**config.mk**
```make
export PLATFORM = sky130hd
export DESIGN_NAME = regfile_ctrl
export DESIGN_NICKNAME = d
export VERILOG_FILES = /design/src/rtl/regfile_ctrl.sv
export SDC_FILE = /design/constraint.sdc
export NUM_CORES = 1
export LEC_CHECK = 0
export CORE_ASPECT_RATIO = 1.75
export CORE_MARGIN = 3
export CORE_UTILIZATION = 65
export DETAILED_ROUTE_END_ITERATION = 8
export DONT_BUFFER_PORTS = 1
export PLACE_DENSITY = 0.83
export SYNTH_ARGS = -nofsm -noshare
export SYNTH_HDL_FRONTEND = slang
export SYNTH_SLANG_ARGS = --single-unit
```
**constraint.sdc**
```tcl
create_clock -name clk -period 4.1 [get_ports clk]
set_clock_uncertainty 0.15 [all_clocks]
set_input_delay 0 -clock clk [delete_from_list [all_inputs] [get_ports clk]]
set_output_delay 0 -clock clk [all_outputs]
set_load 0.01 [all_outputs]
```
**src/rtl/regfile_ctrl.sv**
```systemverilog
// Write-port controller for the 16x32 register file: zero-fills the array after
// reset, arbitrates memory-load over ALU writeback, and tracks RAW/WAW hazards.
module regfile_ctrl #(
    parameter int INDEX_BIT_WIDTH = 4,
    parameter int DATA_BIT_WIDTH  = 32,
    parameter int N_REGS          = 1 << INDEX_BIT_WIDTH
) (
    input  logic                       clk,
    input  logic                       reset,
    output logic                       init_done,

    input  logic                       m_valid,
    input  logic [INDEX_BIT_WIDTH-1:0] m_index,
    input  logic [DATA_BIT_WIDTH-1:0]  m_data,
    output logic                       m_ready,

    input  logic                       a_valid,
    input  logic [INDEX_BIT_WIDTH-1:0] a_index,
    input  logic [DATA_BIT_WIDTH-1:0]  a_data,
    output logic                       a_ready,

    input  logic                       iss_valid,
    input  logic                       iss_wr,
    input  logic [INDEX_BIT_WIDTH-1:0] iss_dst,
    input  logic [INDEX_BIT_WIDTH-1:0] iss_src1,
    input  logic [INDEX_BIT_WIDTH-1:0] iss_src2,
    output logic                       iss_stall,

    output logic                       rf_wrtEn,
    output logic [INDEX_BIT_WIDTH-1:0] rf_wrtIndex,
    output logic [DATA_BIT_WIDTH-1:0]  rf_dataIn
);

    typedef enum logic {
        ST_INIT = 1'b0,
        ST_RUN  = 1'b1
    } state_t;

    localparam logic [INDEX_BIT_WIDTH-1:0] LAST_IDX = INDEX_BIT_WIDTH'(N_REGS - 1);

    state_t                     state_q, state_d;
    logic [INDEX_BIT_WIDTH-1:0] cnt_q, cnt_d;
    logic [N_REGS-1:0]          busy_q, busy_d;
    logic                       issue_acc;

    // A register being written this cycle is readable through the regfile bypass,
    // so its busy bit does not count as a hazard.
    function automatic logic hazard(
        input logic [N_REGS-1:0]          busy,
        input logic                       wr_en,
        input logic [INDEX_BIT_WIDTH-1:0] wr_idx,
        input logic [INDEX_BIT_WIDTH-1:0] r
    );
        return busy[r] & ~(wr_en & (wr_idx == r));
    endfunction

    always_comb begin
        state_d     = state_q;
        cnt_d       = cnt_q;
        busy_d      = busy_q;
        issue_acc   = 1'b0;
        init_done   = 1'b0;
        m_ready     = 1'b0;
        a_ready     = 1'b0;
        iss_stall   = 1'b0;
        rf_wrtEn    = 1'b0;
        rf_wrtIndex = '0;
        rf_dataIn   = '0;

        unique case (state_q)
            ST_INIT: begin
                rf_wrtEn    = 1'b1;
                rf_wrtIndex = cnt_q;
                iss_stall   = 1'b1;
                cnt_d       = cnt_q + 1'b1;
                if (cnt_q == LAST_IDX) begin
                    state_d = ST_RUN;
                    cnt_d   = '0;
                end
            end

            ST_RUN: begin
                init_done = 1'b1;
                m_ready   = m_valid;
                a_ready   = a_valid & ~m_valid;
                rf_wrtEn  = m_valid | a_valid;
                if (m_valid) begin
                    rf_wrtIndex = m_index;
                    rf_dataIn   = m_data;
                end else if (a_valid) begin
                    rf_wrtIndex = a_index;
                    rf_dataIn   = a_data;
                end

                iss_stall = iss_valid &
                            (hazard(busy_q, rf_wrtEn, rf_wrtIndex, iss_src1) |
                             hazard(busy_q, rf_wrtEn, rf_wrtIndex, iss_src2) |
                             (iss_wr & hazard(busy_q, rf_wrtEn, rf_wrtIndex, iss_dst)));
                issue_acc = iss_valid & iss_wr & ~iss_stall;

                // Clear first so a same-index issue in this cycle leaves the bit set.
                if (rf_wrtEn) begin
                    busy_d[rf_wrtIndex] = 1'b0;
                end
                if (issue_acc) begin
                    busy_d[iss_dst] = 1'b1;
                end
            end
        endcase
    end

    always_ff @(posedge clk) begin
        if (reset) begin
            state_q <= ST_INIT;
            cnt_q   <= '0;
            busy_q  <= '0;
        end else begin
            state_q <= state_d;
            cnt_q   <= cnt_d;
            busy_q  <= busy_d;
        end
    end

endmodule

```
==> flow_summary_export.csv <==
group,metric,value,unit
timing,fmax,316.0,MHz
min_path,min-delay-start,"m_data[12]",
cells_and_area,final_cell_mix,"a22o_1 (32), nand2_1 (31), dfxtp_1 (21), xnor2_1 (14), dlygate4sd3_1 (14)",
cts,clock_tree.root_cell,"clkbuf_8",
timing,fin_crit,3164,ps
cts,clk_path_buf_depth,2,
timing,finalCritPeriodShare,77.17,%
critical_path,crit_fanout,18,
flow_run,cap_violations,0,
cells_and_area,fin_area,2266,um2
global_routing,grt_pass1_vias,2043,
logic_synthesis,async_flop_share,0,%
logic_synthesis,synth_edf_count,0,
logic_synthesis,syn_area_per_cell,8.758,um2
floorplan,io_pins,131,
global_routing,grt_overflow,0,
placed_design,dp.cells,263,
drt,drt-pass1-iter-count,4,
drt,routedWlPerCell,25.22,um
logic_synthesis,synth_area,2146,um2
cells_and_area,diodes,0,
timing,setup_viol,0,
critical_path,max_stage_delay,710,ps
critical_path,cp_slowest_cell,"dfxtp_1",
timing,hold_viol_final,0,
floorplan,die_x,49.43,um
cts,path_clk_slew,80,ps
drt,ant_nets,0,
placed_design,place_area,2079,um2
timing,rsz0062_at_grt,"false",
timing,setup_tns,0,ps
cells_and_area,post_layout_nonfiller_instances,281,
timing,slew-limit-headroom,16.98,%
global_routing,grt_max_degree,34,
critical_path,crit_type,"reg -> reg",
floorplan,coreArea,3142,um2
placed_design,io_buffers,0,
logic_synthesis,yosys.area_share.simple,16.03,%
logic_synthesis,synth_compound_area_share,31.60,%
logic_synthesis,yosysUniqueCellTypes,45,
critical_path,crit_path_start,"state_q",
floorplan,num_rows,27,
cells_and_area,nets,330,
floorplan,initial_utilization,68.30,%
logic_synthesis,netlist_instances,245,
cells_and_area,fillCellCount,241,
logic_synthesis,synth_top_family_by_area,"compound AO/OA/AOI/OAI gates",
logic_synthesis,syn_nets,336,
cells_and_area,synthToLayoutAreaGrowth,5.598,%
cts,htreeDepth,1,
cts,cts_tree,"yes",
floorplan,die-height,82.01,um
cts,clk_latency,260,ps
logic_synthesis,seq_area_frac_synth,19.59,%
drt,initialDrtViolationCount,100,
min_path,hold_class,"in -> out",
floorplan,die-area,4054,um2
placed_design,gp_congestion,0.9741,
logic_synthesis,synth-adder-area-share,0.5831,%
critical_path,cp_cell_sequence,"clkinv_1 > nor4b_1 > dlygate4sd3_1 > nand2_1 > dlygate4sd3_1 > o21ai_2",
drt,drc,0,
critical_path,startpoint_type,"register",
placed_design,dp_hpwl,5400,um
logic_synthesis,synth_mux_area_share,18.72,%
drt,drt-total-wl,7086,um
global_routing,grt_usage,33.15,%
cts,cts_buffers,3,
logic_synthesis,ys_warn_count,0,
drt,viasPerCell,7.594,
cells_and_area,layout-drive-gt1-share,13.03,%
power,fin_total_pwr,426.7,uW
logic_synthesis,synth-xor-area-share,7.347,%
critical_path,cpMostUsedCell,"dlygate4sd3_1",
global_routing,antenna_found_initial,0,
logic_synthesis,ys.flop_type,"dfxtp_1",
critical_path,r2r-start,"state_q",
cells_and_area,final_common_cell,"a22o_1",
power,p_leak,0.7721,nW
critical_path,worstPathArrival,3210,ps
power,peakVddDrop,0.0002490,V
critical_path,crit_required,4150,ps
global_routing,grt_pass1_wl,10140,um
timing,tightest_slew,1245,ps
drt,via_count,2134,
cts,cts_resized,0,
timing,drv_slew,0,
status,outcome,"completed",
logic_synthesis,synth_seq_cells,21,
critical_path,critPathCaptureType,"register",
cts,clkSinkCount,21,
power,powerDensity,188.3,nW/um2
-- through the flow --
step,hold slack (ps),setup slack [ps],util (%)
finish,4.577,935.9,72.12
global route,6.886,758.2,72.12
CTS,6.114,992.9,72.12
detailed placement,-76.41,1796,66.19
global placement,-76.60,1829,66.19
floorplan,-29.95,2208,-
-- critical path: cells and delay by family, from the launching register on --
kind,cells,cell delay (ps)
and+or+nand+nor,2,480
AOI/OAI and AO/OA,1,100
buffers and inverters,3,1670
DFF,1,710
-- where the power goes --
group	internal [mW]	switching [mW]	total [mW]
sequential	0.206	0.00302	0.209
combinational	0.0393	0.0417	0.0810
clock	0.0678	0.0685	0.136
total	0.313	0.113	0.427
-- per-layer routing --
metal | up-vias | share of wire, % | track usage, % | wire length, um
li1 | 938 | - | - | -
met1 | 988 | 32 | 33.83 | 2281
met2 | 173 | 51 | 61.02 | 3638
met3 | 35 | 12 | 8.167 | 850
met4 | 0 | 4.4 | 18.84 | 315
met5 | - | 0 | 0 | 0
-- repair_timing --
| action | in CTS | in global routing |
|---|---|---|
| hold buffers | 14 | 0 |
| endpoints found under the setup margin | 0 | 0 |
| endpoints found under the hold margin | 23 | 0 |
| buffers inserted | 0 | 0 |
-- worst paths after layout --
kind | endpoint | slack [ps] | cells past startpoint
worst max-delay path | busy_q[5] | 940 | 6
worst min-delay path | rf_dataIn[12] | 5 | 1
worst max register to register | busy_q[5] | 940 | 6
worst min register to register | cnt_q[3] | 360 | 2
-- registers in the layout, indices dropped and copies added (netlist names) --
register / count
busy_q: 16
cnt_q: 4
state_q: 1
-- cell type report --
cell class	count	area (um2)	share of cell area [%]
Clock inverter	1	5.005	0.2209
Inverter	3	11.26	0.4970
Sequential cell	21	420.4	18.55
Timing Repair Buffer	14	140.1	6.184
Clock buffer	3	41.29	1.822
Multi-Input combinational cell	196	1594	70.35
Tap cell	43	53.80	2.374
-- synth_stat cells, drive strengths merged, types with 2 or more instances --
cell type,count,share of area [%]
a22o,32,13
nand2,31,5.4
nor4b,2,0.82
xor2,4,1.6
mux4,12,13
nor2,11,1.9
nor3b,3,1.0
nand3,6,1.4
clkbuf,16,2.8
nor3,2,0.47
a21oi,5,1.2
o311ai,6,2.4
dfxtp,21,20
o211ai,8,2.8
mux2,3,1.6
o21ai,23,7.1
mux2i,7,3.8
or3,2,0.58
xnor2,14,5.7
o221ai,2,1.1
a22oi,3,1.3
nor4,2,0.58
and2,4,1.2
inv,2,0.35
buf,9,2.8
nor2b,2,0.58
and4,3,1.2
-- kinds of logic (layout without fill, tap and decap cells) --
group                      Yosys count  in the layout
adders and majority gates            1              1
xor gates and xnor gates            18             18
muxes                               22             22
AOI/OAI and AO/OA                   85             85
DFF                                 21             21
and+or+nand+nor                     70             70
buffers and inverters               28             21
Note: power is estimated with default switching activity, not from simulation.
